File: config.mk
export PLATFORM = sky130hd
export DESIGN_NAME = decoder3_8_reg
export DESIGN_NICKNAME = d
export VERILOG_FILES = /design/src/rtl/dec38_pkg.sv /design/src/rtl/decoder3_8_reg_scan_tick_gen.sv /design/src/rtl/decoder3_8_reg.sv
export SDC_FILE = /design/constraint.sdc
export NUM_CORES = 1
export LEC_CHECK = 0
export CAP_MARGIN = 10
export CORE_MARGIN = 3
export CORE_UTILIZATION = 44
export DETAILED_ROUTE_END_ITERATION = 10
export PLACE_DENSITY_LB_ADDON = 0.12
export SYNTH_ARGS = -nofsm -noshare
export SYNTH_HDL_FRONTEND = slang
export SYNTH_SLANG_ARGS = --single-unit
File: constraint.sdc
create_clock -name clk -period 2.66 [get_ports clk]
set_clock_uncertainty 0.15 [all_clocks]
set_input_delay 0.532 -clock clk [delete_from_list [all_inputs] [get_ports clk]]
set_output_delay 0.532 -clock clk [all_outputs]
set_load 0.05 [all_outputs]
File: src/rtl/dec38_pkg.sv
// dec38_pkg: shared state encoding, idle pattern and one-cold helper for decoder3_8_reg.
package dec38_pkg;
    typedef enum logic [1:0] {IDLE, HOLD, SCAN} state_t;
    localparam logic [7:0] Y_OFF = 8'hFF;
    function automatic logic [7:0] one_cold(input logic [2:0] i);
        return ~(8'b1 << i);
    endfunction
endpackage

File: src/rtl/decoder3_8_reg_scan_tick_gen.sv
// scan_tick_gen: free-running 0..SCAN_DIV-1 divider emitting a one-cycle tick at terminal count.
module scan_tick_gen #(
    parameter int SCAN_DIV = 50000
) (
    input  logic clk,
    input  logic rst,
    input  logic clr,
    output logic tick
);
    localparam int W = $clog2(SCAN_DIV);
    localparam logic [W-1:0] TC = W'(SCAN_DIV - 1);
    logic [W-1:0] cnt_q, cnt_d;
    assign tick  = cnt_q == TC;
    assign cnt_d = (clr || tick) ? '0 : cnt_q + 1'b1;
    always_ff @(posedge clk or posedge rst)
        if (rst) cnt_q <= '0;
        else     cnt_q <= cnt_d;
endmodule

File: src/rtl/decoder3_8_reg.sv
// decoder3_8_reg: registered 3-to-8 active-low decoder with load strobe.
// Define DEC_SCAN_EN to build the auto-scan mode (SCAN state + scan_tick_gen).
module decoder3_8_reg
    import dec38_pkg::*;
#(
    parameter int SCAN_DIV = 50000
) (
    input  logic       clk,
    input  logic       rst,
    input  logic       G1,
    input  logic [1:0] G2_n,
    input  logic [2:0] A,
    input  logic       GS,
    input  logic       ld,
    input  logic       mode,
    output logic [7:0] Y,
    output logic       vld,
    output logic [2:0] idx
);
    state_t     state_q, state_d;
    logic [2:0] idx_q, idx_d;
    logic [7:0] y_q;
    logic       vld_q;
    logic       en, scan_req, tick;
    assign en = G1 && (G2_n == 2'b00);
`ifdef DEC_SCAN_EN
    assign scan_req = mode;
    scan_tick_gen #(.SCAN_DIV(SCAN_DIV)) u_tick (
        .clk (clk),
        .rst (rst),
        .clr (state_q != SCAN),
        .tick(tick)
    );
`else
    localparam int unused_scan_div = SCAN_DIV;
    logic unused_mode;
    assign unused_mode = mode;
    assign scan_req    = 1'b0;
    assign tick        = 1'b0;
`endif
    always_comb begin
        state_d = state_q;
        idx_d   = idx_q;
        if (!en) begin
            state_d = IDLE;
            idx_d   = '0;
        end else if (scan_req) begin
            state_d = SCAN;
            idx_d   = (state_q != SCAN) ? 3'd0 : tick ? idx_q + 3'd1 : idx_q;
        end else if (state_q == SCAN) begin
            state_d = IDLE;
            idx_d   = '0;
        end else if (ld) begin
            state_d = GS ? IDLE : HOLD;
            idx_d   = GS ? 3'd0 : ~A;
        end
    end
    always_ff @(posedge clk or posedge rst)
        if (rst) begin
            state_q <= IDLE;
            idx_q   <= '0;
            y_q     <= Y_OFF;
            vld_q   <= 1'b0;
        end else begin
            state_q <= state_d;
            idx_q   <= idx_d;
            y_q     <= (state_d == IDLE) ? Y_OFF : one_cold(idx_d);
            vld_q   <= state_d != IDLE;
        end
    assign Y   = y_q;
    assign vld = vld_q;
    assign idx = idx_q;
endmodule

; ---- Yosys cells after proc, flatten, opt, wreduce, memory -nomap -nowiden
; Cells that the tools add are included.
[totals]
register_bits = 14
input_bits = 11
elab_cells = 21
[op_classes]
mux = 9
bitwise = 2
eq_ne = 1
reduce_logical = 4
shifts = 1
[ops]
columns = operator, n
row1 = $mux W3, 4
row2 = $mux W8, 1
row3 = $not A8 Y8, 1
row4 = $shl A1 B3 Y8 const A, 1
row5 = $mux W2, 3
row6 = $logic_not A2 Y1, 2
row7 = $not A3 Y3, 1
row8 = $eq A2 B2 Y1 const B, 1
row9 = $reduce_bool A2 Y1, 1
row10 = $logic_and A1 B1 Y1, 1
row11 = $mux W1, 1

; ---- Depth between registers and ports, before layout
[depth]
ltp_word = 8
ltp_mapped = 4
ltp_nobuf = 3

; ---- Worst setup path after synthesis
; Ideal clock, no wire load.
[synth_path]
path_kind = input to register
from = input port G2_n[1]
to = register y_q[4], in the netlist Y[4]
slack_ns = 0.815
path_stages = 4
arrival_ns = 1.586
path_buffers = 1
path_cell_list = or3b_1 -> buf_6 -> a2111oi_4 -> nand4_1
[synth_rtl]
columns = element, line
row1 = start: declaration, decoder3_8_reg.sv:11  ; input logic [1:0] G2_n,
row2 = $logic_not A2 Y1, decoder3_8_reg.sv:25  ; assign en = G1 && (G2_n == 2'b00);
row3 = $logic_and A1 B1 Y1, decoder3_8_reg.sv:25
row4 = $mux W2, decoder3_8_reg.sv:44  ; if (!en) begin
row5 = net state_d[0], decoder3_8_reg.sv:20  ; state_t state_q, state_d;
row6 = $logic_not A2 Y1, decoder3_8_reg.sv:67  ; y_q <= (state_d == IDLE) ? Y_OFF : one_cold(idx_d);
row7 = $mux W8, decoder3_8_reg.sv:67
row8 = end signal: assignment, decoder3_8_reg.sv:67
row9 = end: declaration, decoder3_8_reg.sv:22  ; logic [7:0] y_q;
; The timed path passes the listed nets, and every way through them passes these cells.

; ---- Final worst setup path
[layout_path]
from = register y_q[5], in the netlist Y[5]
to = output port Y[5]
[layout_rtl]
columns = element, line
row1 = end: declaration, decoder3_8_reg.sv:16  ; output logic [7:0] Y,
; No word-level cell between the ends.

==> run_results.csv <==
group,metric,value,unit
outcome,status,"completed",
sta,worst_pin_slew,0.552,ns
worst_setup_path,required,1.98,ns
final_layout,finalNonFillerCells,89,
worst_setup_path,path_cells,"clkdlybuf4s50_1",
worst_setup_path,cp-start-kind,"register",
yosys,synth_cells,51,
global_routing,grt_usage,15.0,%
cts,cts_resized,0,
worst_setup_path,worst_r2r_startpoint,"state_q[1]",
drt,vias_per_cell,5.58,
power_and_ir_drop,power.density,474,nW/um^2
sta,whs,0.387,ns
cts,cts_tree,"yes",
placement,hpwl,914,um
final_layout,nets,87,
yosys,ys.flop_type,"dfstp_2",
hold_path,hold_start,"state_q[1]",
cts,cts_hold_buf,0,
placement,placed_cells,85,
hold_path,holdCritPathClass,"register to register",
yosys,synthMostInstantiatedCell,"dfstp_2",
sta,hold_violations,0,
drt,drt_iter0_drc,10,
global_routing,antenna_found_initial,0,
drt,dr.pass1.iters,4,
sta,slew_violations,0,
final_layout,utilization,72.3,%
final_layout,layout-drive-gt1-share,21.3,%
yosys,synth_edf_count,0,
yosys,yosysWarnings,0,
sta,fin_tns_setup,0,ns
yosys,synth_seq_area_share,58.9,%
yosys,synth_top_area_share,34.4,%
worst_setup_path,end_kind,"output port",
placement,place.gp.congestion,0.769,
cts,clkTransAtPathRegs,0.08,ns
worst_setup_path,ff2ff_path_depth,3,
worst_setup_path,r2r_end,"Y[4]",
cts,ctsRootBufferMaster,"clkbuf_4",
hold_path,min_to,"state_q[1]",
sta,clock.fmax,440,MHz
yosys,synth.area.top_cells,"dfstp_2 34%, dfrtp_1 25%, nand3_1 4.9%",
drt,totalWireLength,1220,um
drt,vias,497,
yosys,synth_area,612,sq um
floorplan,die_h,43.3,um
power_and_ir_drop,vdd_drop_max,0.318,mV
run,maxCapViolCount,0,
sta,post-route-period-util,85.4,%
yosys,synth_common_cells,"8 x dfstp_2, 6 x dfrtp_1, 6 x nand3_1, 3 x nor3_1, 3 x or3b_1",
yosys,ys_async_sr_fraction,100,%
worst_setup_path,critPathTopFamily,"buffers and inverters",
final_layout,area_growth,41.9,%
cts,htreeDepth,1,
yosys,synth_fp_nets,62,
hold_path,holdPathStages,2,
sta,setup_viol,0,
global_routing,grt_pass1_wl,2040,um
worst_setup_path,crit_slowest_cell,"clkdlybuf4s50_1",
worst_setup_path,slowest_delay,0.79,ns
yosys,synth_top_cell_by_area,"dfstp_2",
yosys,synth_area_per_cell,12.0,sq um
floorplan,num_rows,12,
worst_setup_path,cp_data_arrival_time,1.59,ns
cts,clockBufferDepth,2,
worst_setup_path,path_max_fanout,1,
cts,clock_sinks,14,
cts,cts_buffers,3,
drt,drc,0,
cts,cts_setup_buffers,0,
sta,fin_crit,2.27,ns
floorplan,die_area,1870,sq um
sta,slew_headroom,63.2,%
floorplan,fp.dieW,43.3,um
global_routing,grt_overflow,0,
worst_setup_path,ff2ff_setup_slack,1.07,ns
worst_setup_path,critPathKind,"register to output port",
power_and_ir_drop,p_leak,0.337,nW
yosys,ys_ff_latch,14,
floorplan,pin_count,23,
sta,rsz0062_at_grt,"no",
worst_setup_path,crit_cells,1,
floorplan,core,1200,sq um
global_routing,grt_max_degree,15,
drt,antenna_left,0,
cts,worst_skew_pair.late_latency,0.27,ns
placement,io_buffer_count,21,
drt,post_drt_wl_per_cell,13.7,um
worst_setup_path,path_buf_inv,1,
yosys,yosysUniqueCellTypes,24,
floorplan,initial_utilization,50.9,%
final_layout,num_antenna_cells,0,
global_routing,grt_pass1_vias,449,
## flip-flops by register name, indices dropped and copies added, names as in the netlist
name,flops
idx,3
Y,8
vld,1
state_q,2
## worst max-delay path by stage
stage	end	from
3_5_place_dp	Y[4]	G1
3_3_place_gp	Y[4]	G1
6_report	Y[5]	Y[5]
5_1_grt	Y[5]	Y[5]
2_1_floorplan	Y[4]	G2_n[1]
4_1_cts	Y[1]	Y[1]
## where the power goes
group	total (W)	internal [W]	switching, W
Sequential	0.000216	0.000215	0.000000857
Clock	0.000148	0.0000832	0.0000652
Combinational	0.0000473	0.0000220	0.0000254
Total	0.000412	0.000320	0.0000914
## cell usage in the layout (no fill, tap or decap), types with 3 or more instances in the layout
cell	netlist	routed
clkdlybuf4s50_1	0	21
dfstp_2	8	8
nand3_1	6	6
dfrtp_1	6	6
or3b_1	3	3
nor3_1	3	3
clkbuf_4	0	3
## cell type report
type,instances,area (sq um)
tap,14,17.5
fill,101,333
sequential,14,360
multi-input combinational,33,229
timing repair buffer,22,218
inverter,2,7.51
clock buffer,4,36.3
## metal layers
metal,global-route usage (%),up-vias,share of wire (%)
met4,5.42,0,0.49
met3,5.51,2,8.9
met1,19.5,235,42
met5,0,-,0
li1,-,236,-
met2,22.7,24,48
## stage by stage
stage | worst slack [ns] | instance area (sq um) | total power [W]
5_1_grt | 0.349 | 868 | 0.000428
3_5_place_dp | 0.238 | 832 | 0.000267
4_1_cts | 0.373 | 868 | 0.000418
3_3_place_gp | 0.270 | 832 | 0.000266
6_report | 0.389 | 868 | 0.000412
2_1_floorplan | 0.815 | 612 | 0.000245
## cell families after synthesis
family / Yosys count / synth area share, %
compound gates: 7 / 10.8
simple gates: 24 / 23.1
buf+inv: 4 / 3.68
flops: 14 / 58.9
mux: 2 / 3.48
Power figures use the tool's default switching activity.
